$ cat src/rtl/booth_seq_ctrl.sv
// booth_seq_ctrl
//   Sequencer for an external radix-4 Booth partial-product recoder (8x8 signed).
//   Accepts one multiply request at a time and issues the four Booth groups of
//   the multiplier on consecutive cycles. The matching shift code follows one
//   cycle behind each group. The 14-bit partial products that come back are
//   summed into a 16-bit signed product.
//
// Ports
//   i_clk       rising-edge clock
//   i_rst       synchronous active-high reset
//   i_start     request, accepted only in IDLE
//   i_a         signed multiplier (Booth-recoded), sampled on accept
//   i_b         signed multiplicand, sampled on accept
//   o_busy      high in ISSUE/DRAIN
//   o_done      one-cycle pulse, product valid
//   o_product   signed a*b, held until next accept
//   o_ovf       some issued group needs a pp outside the recoder's 8-bit range
//   o_rec_opr   Booth group to recoder (000 outside ISSUE -> zero pp)
//   o_rec_ext   shift code to recoder (group i -> shift 2i), one cycle after the group
//   o_rec_b     latched multiplicand to recoder
//   i_rec_pp    partial product from recoder, PpLat cycles after its group

module booth_seq_ctrl #(
  parameter int unsigned PpLat = 3  // legal 3..6
) (
  input  logic        i_clk,
  input  logic        i_rst,
  input  logic        i_start,
  input  logic [7:0]  i_a,
  input  logic [7:0]  i_b,
  output logic        o_busy,
  output logic        o_done,
  output logic [15:0] o_product,
  output logic        o_ovf,
  output logic [2:0]  o_rec_opr,
  output logic [1:0]  o_rec_ext,
  output logic [7:0]  o_rec_b,
  input  logic [13:0] i_rec_pp
);

  localparam logic [1:0] StIdle  = 2'd0;
  localparam logic [1:0] StIssue = 2'd1;
  localparam logic [1:0] StDrain = 2'd2;
  localparam logic [1:0] StDone  = 2'd3;

  logic [1:0]       r_state;
  logic [1:0]       r_cnt;
  logic [7:0]       r_a;
  logic [7:0]       r_b;
  logic [15:0]      r_acc;
  logic             r_ovf;
  logic [1:0]       r_ext;
  logic [PpLat-1:0] r_tag;

  logic [1:0]  w_state_nxt;
  logic        w_accept;
  logic        w_issue;
  logic [8:0]  w_a_ext;
  logic [2:0]  w_grp;
  logic [8:0]  w_b_neg;
  logic        w_grp_ovf;
  logic        w_tag_out;
  logic        w_tag_pending;
  logic [15:0] w_pp_ext;

  assign w_accept = (r_state == StIdle) && i_start;
  assign w_issue  = (r_state == StIssue);

  // a[-1] = 0 is appended below the LSB.
  assign w_a_ext = {r_a, 1'b0};

  always_comb begin
    w_grp = 3'b000;
    unique case (r_cnt)
      2'd0: w_grp = w_a_ext[2:0];
      2'd1: w_grp = w_a_ext[4:2];
      2'd2: w_grp = w_a_ext[6:4];
      2'd3: w_grp = w_a_ext[8:6];
      default: w_grp = 3'b000;
    endcase
  end

  // -b in 9 bits; -2b fits 8 bits iff -b fits 7 bits (top three bits equal).
  assign w_b_neg = 9'd0 - {r_b[7], r_b};

  always_comb begin
    w_grp_ovf = 1'b0;
    case (w_grp)
      3'b011:          w_grp_ovf = (r_b[7] != r_b[6]);
      3'b100:          w_grp_ovf = !((w_b_neg[8:6] == 3'b000) || (w_b_neg[8:6] == 3'b111));
      3'b101, 3'b110:  w_grp_ovf = (r_b == 8'h80);
      default:         w_grp_ovf = 1'b0;
    endcase
  end

  // A tag leaving the last stage marks rec_pp as belonging to an issued group.
  assign w_tag_out     = r_tag[PpLat-1];
  assign w_tag_pending = |r_tag[PpLat-2:0];
  assign w_pp_ext      = {{2{i_rec_pp[13]}}, i_rec_pp};

  always_comb begin
    w_state_nxt = r_state;
    case (r_state)
      StIdle:  if (i_start) w_state_nxt = StIssue;
      StIssue: if (r_cnt == 2'd3) w_state_nxt = StDrain;
      // Last group's pp is being summed when its tag leaves with none behind it.
      StDrain: if (w_tag_out && !w_tag_pending) w_state_nxt = StDone;
      StDone:  w_state_nxt = StIdle;
      default: w_state_nxt = StIdle;
    endcase
  end

  always_ff @(posedge i_clk) begin
    if (i_rst) begin
      r_state <= StIdle;
      r_cnt   <= 2'd0;
      r_a     <= 8'd0;
      r_b     <= 8'd0;
      r_acc   <= 16'd0;
      r_ovf   <= 1'b0;
      r_ext   <= 2'd0;
      r_tag   <= '0;
    end else begin
      r_state <= w_state_nxt;
      r_tag   <= {r_tag[PpLat-2:0], w_issue};
      r_ext   <= w_issue ? r_cnt : 2'd0;
      if (w_accept) begin
        r_a   <= i_a;
        r_b   <= i_b;
        r_acc <= 16'd0;
        r_ovf <= 1'b0;
        r_cnt <= 2'd0;
      end else begin
        if (w_issue) begin
          r_cnt <= r_cnt + 2'd1;
          if (w_grp_ovf) r_ovf <= 1'b1;
        end
        if (w_tag_out) r_acc <= r_acc + w_pp_ext;
      end
    end
  end

  assign o_busy    = (r_state == StIssue) || (r_state == StDrain);
  assign o_done    = (r_state == StDone);
  assign o_product = r_acc;
  assign o_ovf     = r_ovf;
  assign o_rec_opr = w_issue ? w_grp : 3'b000;
  assign o_rec_ext = r_ext;
  assign o_rec_b   = r_b;

endmodule

$ cat config.mk
export PLATFORM = sky130hd
export DESIGN_NAME = booth_seq_ctrl
export DESIGN_NICKNAME = d
export VERILOG_FILES = /design/src/rtl/booth_seq_ctrl.sv
export SDC_FILE = /design/constraint.sdc
export NUM_CORES = 1
export LEC_CHECK = 0
export ABC_AREA = 1
export BUFFER_PORTS_ARGS = -buffer_cell sky130_fd_sc_hd__buf_2
export CAP_MARGIN = 20
export CORE_MARGIN = 8
export CORE_UTILIZATION = 45
export DETAILED_ROUTE_END_ITERATION = 8
export PLACE_DENSITY = 0.69
export SLEW_MARGIN = 25
export SYNTH_ARGS = -nofsm -noshare
export SYNTH_HDL_FRONTEND = slang
export SYNTH_SLANG_ARGS = --single-unit
$ cat constraint.sdc
create_clock -name i_clk -period 5.79 [get_ports i_clk]
set_clock_uncertainty 0.05 [all_clocks]
set_input_delay 1.4475 -clock i_clk [delete_from_list [all_inputs] [get_ports i_clk]]
set_output_delay 1.4475 -clock i_clk [all_outputs]
set_load 0.02 [all_outputs]
# Word-level counts from Yosys, hierarchy flattened

Index checks and enable logic that the tools add are counted.

Bits in registers: 42
Input bits: 33
Word-level logic and storage cells: 50

$add $sub $neg: 3
Eq/ne operators: 16
Multiplexer cells: 7
Bitwise operators: 1
Reductions and logical operators: 15

Operator list:

| kind                                                  | number |
|---|---|
| adder 16 bit                                          | 1 |
| equality test 3 bit, second input constant            | 4 |
| one-hot mux 3 bit (4 select lines)                    | 1 |
| subtractor 1 x 8 -> 9 bit, first input constant       | 1 |
| equality test 2 bit, second input constant            | 4 |
| equality test 8 bit, second input constant            | 1 |
| one-hot mux 2 bit (4 select lines)                    | 1 |
| OR reduction 2 bit                                    | 4 |
| two-way mux 2 bit                                     | 3 |
| equality test 2 x 1 -> 1 bit, second input constant   | 2 |
| logical NOT 2 bit                                     | 2 |
| inequality test 2 bit, second input constant          | 2 |
| equality test 3 x 2 -> 1 bit, second input constant   | 1 |
| logical NOT 3 bit                                     | 1 |
| two-way mux 3 bit                                     | 1 |
| one-hot mux 1 bit (3 select lines)                    | 1 |
| AND reduction 3 bit                                   | 1 |
| adder 2 x 1 -> 2 bit, second input constant           | 1 |
| logical AND 1 bit                                     | 2 |
| logical NOT 1 bit                                     | 2 |
| logical OR 1 bit                                      | 2 |
| inequality test 2 x 1 -> 1 bit, second input constant | 1 |
| AND reduction 2 bit                                   | 1 |
| inequality test 1 bit                                 | 1 |
| NOT 1 bit                                             | 1 |

# Longest topological paths before layout

Word-level depth: 6
Mapped depth: 13
Mapped depth without buffers: 13

# Worst setup path after synthesis

OpenSTA, ideal clock, no wires.

Kind: input to register
From: in i_rec_pp[0]
To: reg r_acc[10], in the netlist o_product[10]
Arrival: 2,759 ps
Path slack: 2,868 ps
Cell stages on the path: 12
Path buffers: 0
Cell sequence: ha_1 inv_1 fa_1 nand3b_1 nand2_1 nand2_1 nand2_2 nand3b_1 nand2_1 nor2_1 o21ai_1 inv_1

Longest elaborated chain between the ends: 1

Ends and longest elaborated chain:

| item                 | line | text |
|---|---|---|
| from (decl)          | 38   | `input logic [13:0] i_rec_pp` |
| adder 16 bit         | 138  | `if (w_tag_out) r_acc <= r_acc + w_pp_ext;` |
| to (signal assigned) | 138  |  |
| to (decl)            | 50   | `logic [15:0] r_acc;` |

Every way passes these cells.
A chain may end at the register's enable or synchronous reset.

# Worst setup path after layout

From: reg r_cnt[0]
To: out o_rec_opr[2]

Longest elaborated chain between the ends: 3
Elaborated cells on any way between the ends: 6
Those cells by class: eq/ne (3); mux (2); reduce/logical (1)

Ends and longest elaborated chain:

| item                                        | line | text |
|---|---|---|
| from (decl)                                 | 47   | `logic [1:0] r_cnt;` |
| from (signal assigned)                      | 135  | `r_cnt <= r_cnt + 2'd1;` |
| equality test 2 bit (tied with other cells) | 74   | `unique case (r_cnt)` |
| one-hot mux 3 bit (4 select lines) (*)      | 74   |  |
| two-way mux 3 bit (*)                       | 147  | `assign o_rec_opr = w_issue ? w_grp : 3'b000;` |
| to (decl)                                   | 35   | `output logic [2:0] o_rec_opr,` |

Mark *: on every way between the ends. The rest lies on a longest branch, timed or not.

==> results.toml <==
[outcome]
status = "complete, no violations"

[setup_path]
worstSetupPathType = "register to primary output"
path_cells = "inv_1 -> ha_1 -> inv_2 -> nor2_1 -> nor2_1 -> inv_1 -> nor2_1 -> buf_2"
crit_slowest_cell = "dfxtp_1"
endpoint_kind = "primary output"
crit_path_start_kind = "register"
crit_path_max_incr_delay_ns = 0.39
cpMostUsedCell = "nor2_1"
worstPathArrival_ns = 1.67
required_ns = 4.29
cp_max_fo = 6

[clock_network]
cts_root_buf = "clkbuf_8"
cts_resized = 0
cts_buffers = 5
cts.sinks = 42
ctsHoldBuffers = 0
postCtsSetupRepairBufs = 0
htreeDepth = 2
clk_latency_ns = 0.29
clk_pin_slew_ns = 0.09
ctsLongestPathBuffers = 2
cts_tree = "done"

[power_and_ir_drop]
pwr-share-comb_pct = 38.1
p_leak_nw = 1.69
p_per_area_nw_per_um2 = 287
p_int_w = 0.000544
ir_drop_v = 0.000200
total_power_w = 0.000901
seqPwrFrac_pct = 39.9
switching_share_pct = 39.7
p_sw_w = 0.000358
clock_power_share_pct = 22.0

[flow_run]
maxCapViolations = 0

[die]
core_region_area_um2 = 5850
core.rowCount = 28
ios = 65
initial_core_util_pct = 45.9
dieArea_um2 = 8690
die_width_um = 93.2
die_h_um = 93.2

[finish]
area_delta_synth_final_pct = 16.9
finish.utilization_pct = 53.6
n_antenna_cell = 0
drive_above_1_share_pct = 18.7
num-nets-final = 524

[placed_design]
gp_congestion = 0.828
dp.final_hpwl_um = 4870
port_buffers = 64
pre_cts_ws_ns = 2.66

[timing]
slew_headroom_pct = 41.7
setup_slack_ns = 2.62
post-route-period-util_pct = 54.7
fmax_ghz = 0.316
hold_viol_final = 0
min_period_ns = 3.17
tightest_slew_ns = 0.873
setup_viol = 0
grt_setup_unrepaired = "false"
tns_ns = 0
slew_violations = 0

[grt]
met2_usage_pct = 26.4
grt_overflow = 0
grtUsageTotal_pct = 14.8
grt_max_degree = 25
grt-busiest-layer = "met2"
grt_pass1_vias = 2527
antenna_found_initial = 0
grtUsageMet1_pct = 16.8
grt.met3_usage_pct = 3.77
grt_first_pass_wirelength_um = 10800

[synthesis]
synthFlopType = "dfxtp_1"
netlist_area_um2 = 2690
synth_nets = 461
synth_most_common_cell = "nand2_1"
synthCells = 401
ys_warn_count = 0
synth_area_leaders = "dfxtp_1 (31%), nand2_1 (15%), ha_1 (12%)"
synth_top_area_share_pct = 31.3
ys_ff_latch = 42
synth_cell_types = 33
synth_edf_count = 0
synth_seq_area_share_pct = 31.3
async_reset_ff_share_pct = 0
syn_avg_cell_area_um2 = 6.70
synth_top_area_cell = "dfxtp_1"
synth_commonest_cells = "nand2_1 (107), nor2_1 (65), inv_1 (43)"

[detailed_routing]
drt_wl_total_um = 6300
avgViaCountPerCell = 4.75
drtAntennaViolNets = 0
vias = 2565
wl_per_cell_um = 11.7
drt_iter0_drc = 88
drt-pass1-iter-count = 4
drt_drc_violations_left = 0

[min_path]
hold_path.class = "register to register"
-- layout by cell type (no fill, tap or decap), types with 9 or more instances in the layout --
cell type,count
buf_2,64
dfxtp_1,42
o21ai_0,9
ha_1,26
nor2_1,65
nand3_1,19
a21oi_1,31
inv_1,43
nand2_1,107
-- critical path, delay by kind of cell, from the launching register on --
family,cells,cell delay (ns)
buffers and inverters,4,0.45
and+or+nand+nor,3,0.31
DFF,1,0.39
adders and majority gates,1,0.22
-- state kept, by name (all words and copies together) (netlist names) --
signal / cells
r_tag: 3
r_cnt: 2
o_product: 16
o_rec_ext: 2
r_a: 8
o_ovf: 1
o_rec_b: 8
r_state: 2
-- cell families after synthesis --
| family | count (synthesis) | share of synthesized area (%) |
|---|---|---|
| buffers and inverters | 57 | 8.81 |
| AND/OR/NAND/NOR | 209 | 32.2 |
| adder cells (fa/ha/maj) | 27 | 12.9 |
| flip-flops | 42 | 31.3 |
| AO/OA/AOI/OAI | 58 | 12.2 |
| XOR/XNOR | 8 | 2.61 |
-- stage by stage --
stage	cell area, µm²	cells	hold WS, ns
after floorplan	2690	401	0.364
after global placement	3050	532	0.372
after detailed placement	3050	532	0.378
after CTS	3140	540	0.383
after global routing	3140	540	0.409
final	3140	540	0.376
-- power by group through the flow --
| stage | Sequential, W | Combinational, W | Clock (W) |
|---|---|---|---|
| after floorplan | 0.000378 | 0.000247 | 0 |
| after global placement | 0.000365 | 0.000338 | 0 |
| after detailed placement | 0.000366 | 0.000346 | 0 |
| after CTS | 0.000360 | 0.000348 | 0.000204 |
| after global routing | 0.000366 | 0.000393 | 0.000217 |
| final | 0.000360 | 0.000344 | 0.000198 |
-- final timing paths --
check,from,end,slack [ns],cells past startpoint
worst max-delay path,r_cnt[0],o_rec_opr[2],2.62,8
worst min register to register,r_tag[0],r_tag[1],0.38,2
worst min-delay path,r_tag[0],r_tag[1],0.38,2
worst max register to register,r_tag[2],r_state[0],3.81,5
-- area by class of cell --
cell class | instances | area [µm²]
Clock inverter | 1 | 5.00
Multi-Input combinational cell | 302 | 1610
Timing Repair Buffer | 64 | 320
Sequential cell | 42 | 841
Tap cell | 75 | 93.8
Clock buffer | 7 | 86.3
Fill cell | 599 | 2710
Inverter | 49 | 184
-- metal layers --
metal / wire length, µm / vias up / share of wire [%]
met1: 2900 / 1117 / 46
met3: 292 / 6 / 4.6
li1: - / 1394 / -
met2: 3050 / 48 / 48
met4: 56 / 0 / 0.89
met5: 0 / - / 0
Power figures use the tool's default switching activity.
